==> src/rtl/gelato_fetch_scheduler.sv <==
// Fetch scheduler: round-robin pick of an eligible warp from the PC table, registered
// valid/ready fetch request, and per-warp in-flight masking until decode releases the warp.
module gelato_fetch_scheduler #(
  parameter int unsigned WARP_NUM        = 4,
  parameter int unsigned PC_WIDTH        = 32,
  parameter int unsigned SPLIT_NUM_WIDTH = 3,
  parameter int unsigned WARP_ID_WIDTH   = $clog2(WARP_NUM)
) (
  input  logic                                      clk,
  input  logic                                      rst,
  input  logic                                      rdy,
  input  logic [WARP_NUM-1:0]                       pct_valid,
  input  logic [WARP_NUM-1:0][PC_WIDTH-1:0]         pct_pc,
  input  logic [WARP_NUM-1:0][SPLIT_NUM_WIDTH-1:0]  pct_split_num,
  output logic                                      fetch_valid,
  input  logic                                      fetch_ready,
  output logic [WARP_ID_WIDTH-1:0]                  fetch_warp_id,
  output logic [PC_WIDTH-1:0]                       fetch_pc,
  output logic [SPLIT_NUM_WIDTH-1:0]                fetch_split_num,
  input  logic                                      release_valid,
  input  logic [WARP_ID_WIDTH-1:0]                  release_warp_id,
  output logic [WARP_NUM-1:0]                       inflight,
  output logic [31:0]                               fetch_count
);

  typedef enum logic {StEmpty, StHold} state_e;

  state_e                     state_q, state_d;
  logic [WARP_ID_WIDTH-1:0]   rr_ptr_q, rr_ptr_d;
  logic [WARP_ID_WIDTH-1:0]   id_q, id_d;
  logic [PC_WIDTH-1:0]        pc_q, pc_d;
  logic [SPLIT_NUM_WIDTH-1:0] split_q, split_d;
  logic [WARP_NUM-1:0]        inflight_q, inflight_d;
  logic [31:0]                count_q, count_d;

  logic [WARP_NUM-1:0]        elig;
  logic                       any_elig;
  logic [WARP_ID_WIDTH-1:0]   winner;
  logic [WARP_ID_WIDTH-1:0]   idx;
  logic                       fire;
  logic                       load;

  assign elig     = pct_valid & ~inflight_q;
  assign any_elig = |elig;

  // Scan from the farthest offset down so the nearest eligible warp after rr_ptr wins.
  always_comb begin
    winner = '0;
    idx    = '0;
    for (int k = WARP_NUM; k >= 1; k--) begin
      idx = rr_ptr_q + WARP_ID_WIDTH'(k);
      if (elig[idx]) winner = idx;
    end
  end

  always_comb begin
    state_d    = state_q;
    rr_ptr_d   = rr_ptr_q;
    id_d       = id_q;
    pc_d       = pc_q;
    split_d    = split_q;
    inflight_d = inflight_q;
    count_d    = count_q;
    fire       = 1'b0;
    load       = 1'b0;
    if (rdy) begin
      fire = (state_q == StHold) && fetch_ready;
      load = ((state_q == StEmpty) || fetch_ready) && any_elig;
      if (release_valid) inflight_d[release_warp_id] = 1'b0;
      if (fire) count_d = count_q + 32'd1;
      // A selection after the release clear lets the set win on the same bit.
      if (load) begin
        state_d            = StHold;
        id_d               = winner;
        pc_d               = pct_pc[winner];
        split_d            = pct_split_num[winner];
        inflight_d[winner] = 1'b1;
        rr_ptr_d           = winner;
      end else if (fire) begin
        state_d = StEmpty;
      end
    end
  end

  always_ff @(posedge clk or posedge rst) begin
    if (rst) begin
      state_q    <= StEmpty;
      rr_ptr_q   <= WARP_ID_WIDTH'(WARP_NUM - 1);
      id_q       <= '0;
      pc_q       <= '0;
      split_q    <= '0;
      inflight_q <= '0;
      count_q    <= '0;
    end else begin
      state_q    <= state_d;
      rr_ptr_q   <= rr_ptr_d;
      id_q       <= id_d;
      pc_q       <= pc_d;
      split_q    <= split_d;
      inflight_q <= inflight_d;
      count_q    <= count_d;
    end
  end

  assign fetch_valid     = (state_q == StHold);
  assign fetch_warp_id   = id_q;
  assign fetch_pc        = pc_q;
  assign fetch_split_num = split_q;
  assign inflight        = inflight_q;
  assign fetch_count     = count_q;

endmodule

==> config.mk <==
export PLATFORM = sky130hd
export DESIGN_NAME = gelato_fetch_scheduler
export DESIGN_NICKNAME = d
export VERILOG_FILES = /design/src/rtl/gelato_fetch_scheduler.sv
export SDC_FILE = /design/constraint.sdc
export NUM_CORES = 1
export LEC_CHECK = 0
export CORE_MARGIN = 2
export CORE_UTILIZATION = 40
export DETAILED_ROUTE_END_ITERATION = 16
export GPL_TIMING_DRIVEN = 0
export MAX_ROUTING_LAYER = met4
export PLACE_DENSITY = 0.79
export SKIP_CTS_REPAIR_TIMING = 1
export SYNTH_ARGS = -nofsm -noshare
export SYNTH_HDL_FRONTEND = slang
export SYNTH_SLANG_ARGS = --single-unit
==> constraint.sdc <==
create_clock -name clk -period 3 [get_ports clk]
set_input_delay 0.6 -clock clk [delete_from_list [all_inputs] [get_ports clk]]
set_output_delay 0.6 -clock clk [all_outputs]
set_load 0.01 [all_outputs]
==> results.md <==
* Status: completed
* Clock skew at around 0.015 ns
* Port Buf Inserts at 223
* Pwr/cell area at roughly 740 nW/µm²
* Root buffer cell: clkbuf_8
* Crit path kind: input pin to register
* Vias/cell at approximately 5.2
* Iter 0 DRT Violations at 151
* Antenna diode count at 0
* Skew-Pair Late Insertion Delay at around 0.35 ns
* Row count at 37
* Lkg Pwr at approximately 2.9 nW
* Unique masters post-synth at between 40 and 50
* Hold path depth at 1
* H-tree lvl count at 3
* Core ar. at 10200 µm²
* DRC at 0
* Share of the synthesized area in the top cell type at between 40% and 50%
* CP Capture Type: register
* Layout area overhead at 63.1%
* RSZ-0062 raised after global routing: no
* RePlAce Congestion at between 0.8 and 0.9
* Arr. time, crit path at around 2.8 ns
* CP Launch Type: input pin
* Final layout net count at approximately 750
* Post-synth EDFFs at 0
* Cells after DPL at roughly 720
* VDD IR max at ~0.00038 V
* Initial Utilization at about 41%
* Post-DR wirelength/cell at approximately 17 µm
* Endpoints failing setup at 0
* TritonCTS clock tree: built
* Post-detailed-placement cell area at about 6600 µm²
* Max_slew headroom at 59.1%
* Die Area at around 11000 µm²
* Global-route wire length before repair at ~20000 µm
* Net Count, Synth at between 500 and 600
* Clock Path Buffers at 2
* Crit Path Max Fanout at 10
* Met1 wire length at about 5200 µm
* GR Util All Layers at around a quarter
* Worst Path Required at 3.20 ns
* Hpwl dp at 10000 µm
* # Max-Cap Violations at 0
* Primary FF master, synth: dfrtp_1
* Max Fclk at around 0.38 GHz
* Asr flop ratio synth at 100%
* Final Cycle Share at ~87%
* Clock slew at reported path FFs at 0.08 ns
* Initial antenna violation count at 0
* Cell area after synthesis at 4170 µm²
* Pre-antenna DRT Iters at 4
* Clock Sinks at 76
* Total CTS buffers at 9
* Congestion Overflow GR at 0
* Final worst path period need at around 2.6 ns
* Fin area at around 7000 µm²
* Synth Instances at around 360
* Synth area leader: dfrtp_1
* Pin count of the biggest net entering global routing at 45
* Syn avg cell area at 11.5 µm²
* Vias in the first global route at about 4100
* Routed WL at approximately 13000 µm
* Reg2reg path depth at 7
* Vias at 3837
* Synth Register Bits at 76
* Share of layout cells above drive strength 1 at 8.94%
* YS warnings at 0
* Ranking of synthesized cells by area: dfrtp_1, mux2i_1, o221ai_1, xnor2_1, nand2_1
* Non-filler instance count after layout at 740
* Antenna-violating nets left at 0
* WL met3 at 761 µm
* Worst-Margin Slew at approximately 0.6 ns
* Chip Width at 106 µm
* Fill cell count at between 800 and 900
* Die Ht at roughly 110 µm
* # IOs at roughly 230
* Final Hold Viols at 0
* Hold crit path type: register to register
* Max-slew violations at 0
* Metal2 WL at 6420 µm
* Max Used Layer: met4
* Sequential share of the synthesized area at between 40% and 50%
## power breakdown
group	switching (mW)	internal, mW	total [mW]
registers	0.237	1.35	1.59
logic	1.20	1.47	2.66
clock network	0.404	0.387	0.791
## path summary, 6_finish.rpt
check / start / endpoint / slack (ns)
min in group asynchronous: rst / fetch_pc[26]$_DFFE_PP0P_ / 0.62
min reg2reg: fetch_count[31]$_DFFE_PP0P_ / fetch_count[31]$_DFFE_PP0P_ / 0.47
max in group asynchronous: rst / rr_ptr_q[1]$_DFFE_PP1P_ / 1.76
min: fetch_count[31]$_DFFE_PP0P_ / fetch_count[31]$_DFFE_PP0P_ / 0.47
max: pct_valid[0] / fetch_pc[24]$_DFFE_PP0P_ / 0.39
max reg2reg: inflight[0]$_DFFE_PP0P_ / fetch_pc[24]$_DFFE_PP0P_ / 0.70
## synth_stat cells (2+ instances only)
master    instances
dfrtp_1          74
mux2i_1          70
nand2_1          54
o221ai_1         35
xnor2_1          24
nand3_1          12
buf_6             9
nand4_1           9
xor2_1            7
nor2_1            6
buf_8             5
clkbuf_1          5
o31ai_1           4
and4_1            3
inv_1             3
nor3_2            3
o21a_1            3
a21o_1            2
and2_1            2
dfstp_2           2
nor2b_1           2
nor3_1            2
nor4_1            2
or2b_2            2
or4_4             2
## per-stage QoR
step           TNS [ns]  total power, mW  hold slack [ns]  setup WS, ns  utilization (%)
2_1_floorplan         0             3.10            0.508         0.465                -
5_1_grt               0             5.35            0.508         0.215             66.5
3_3_place_gp     -58.85             4.23            0.460        -0.798             64.2
4_1_cts               0             5.10            0.478         0.369             66.5
6_report              0             5.04            0.474         0.395             66.5
3_5_place_dp          0             4.29            0.467       0.00600             64.5
## state kept, by name, summed over array words and instances, names as in the netlist
name / count
fetch_count: 32
fetch_pc: 32
inflight: 4
fetch_split_num: 3
fetch_warp_id: 2
rr_ptr_q: 2
fetch_valid: 1
## cells by family after synthesis
| kind of cell | count (synthesis) | synth area share (%) |
|---|---|---|
| buffers and inverters | 24 | 5.19 |
| and+or+nand+nor | 109 | 14.0 |
| adders and majority gates | 1 | 0.300 |
| xor gates and xnor gates | 31 | 6.51 |
| muxes | 71 | 17.1 |
| DFF | 76 | 45.7 |
| AOI/OAI and AO/OA | 52 | 11.2 |
## area by class of cell
cell class / count / area [µm²] / share of cell area (%)
Timing Repair Buffer: 224 / 2260 / 33.2
Clock buffer: 9 / 124 / 1.82
Tap cell: 136 / 170 / 2.50
Sequential cell: 76 / 1900 / 28.0
Inverter: 3 / 13.8 / 0.202
Buffer: 21 / 205 / 3.02
Clock inverter: 7 / 75.1 / 1.10
Multi-Input combinational cell: 264 / 2050 / 30.1
## per-layer routing
metal / track usage [%] / vias up
met4: 8.65 / 0
met3: 4.66 / 16
met2: 40.6 / 167
li1: - / 1826
met1: 27.0 / 1828
met5: - / -
## critical path, cell delays in order
cell and delay (ns):
clkdlybuf4s50_1 0.45, nor2b_1 0.29, a2111oi_0 0.11, or3_1 0.36, clkbuf_2 0.16, nand2_2 0.21, clkbuf_1 0.42, o221ai_1 0.19
## layout by cell type, fill, tap and decap left out, types with 4 or more instances in the layout
cell type | netlist | final
nand4_1 | 9 | 9
o221ai_1 | 35 | 35
xor2_1 | 7 | 7
o31ai_1 | 4 | 4
buf_6 | 9 | 9
clkdlybuf4s50_1 | 0 | 223
nand2_1 | 54 | 54
clkbuf_1 | 5 | 5
clkbuf_8 | 0 | 9
dfrtp_1 | 74 | 74
xnor2_1 | 24 | 24
nor2_1 | 6 | 6
mux2i_1 | 70 | 70
buf_8 | 5 | 5
nand3_1 | 12 | 12
Power figures use the tool's default switching activity.
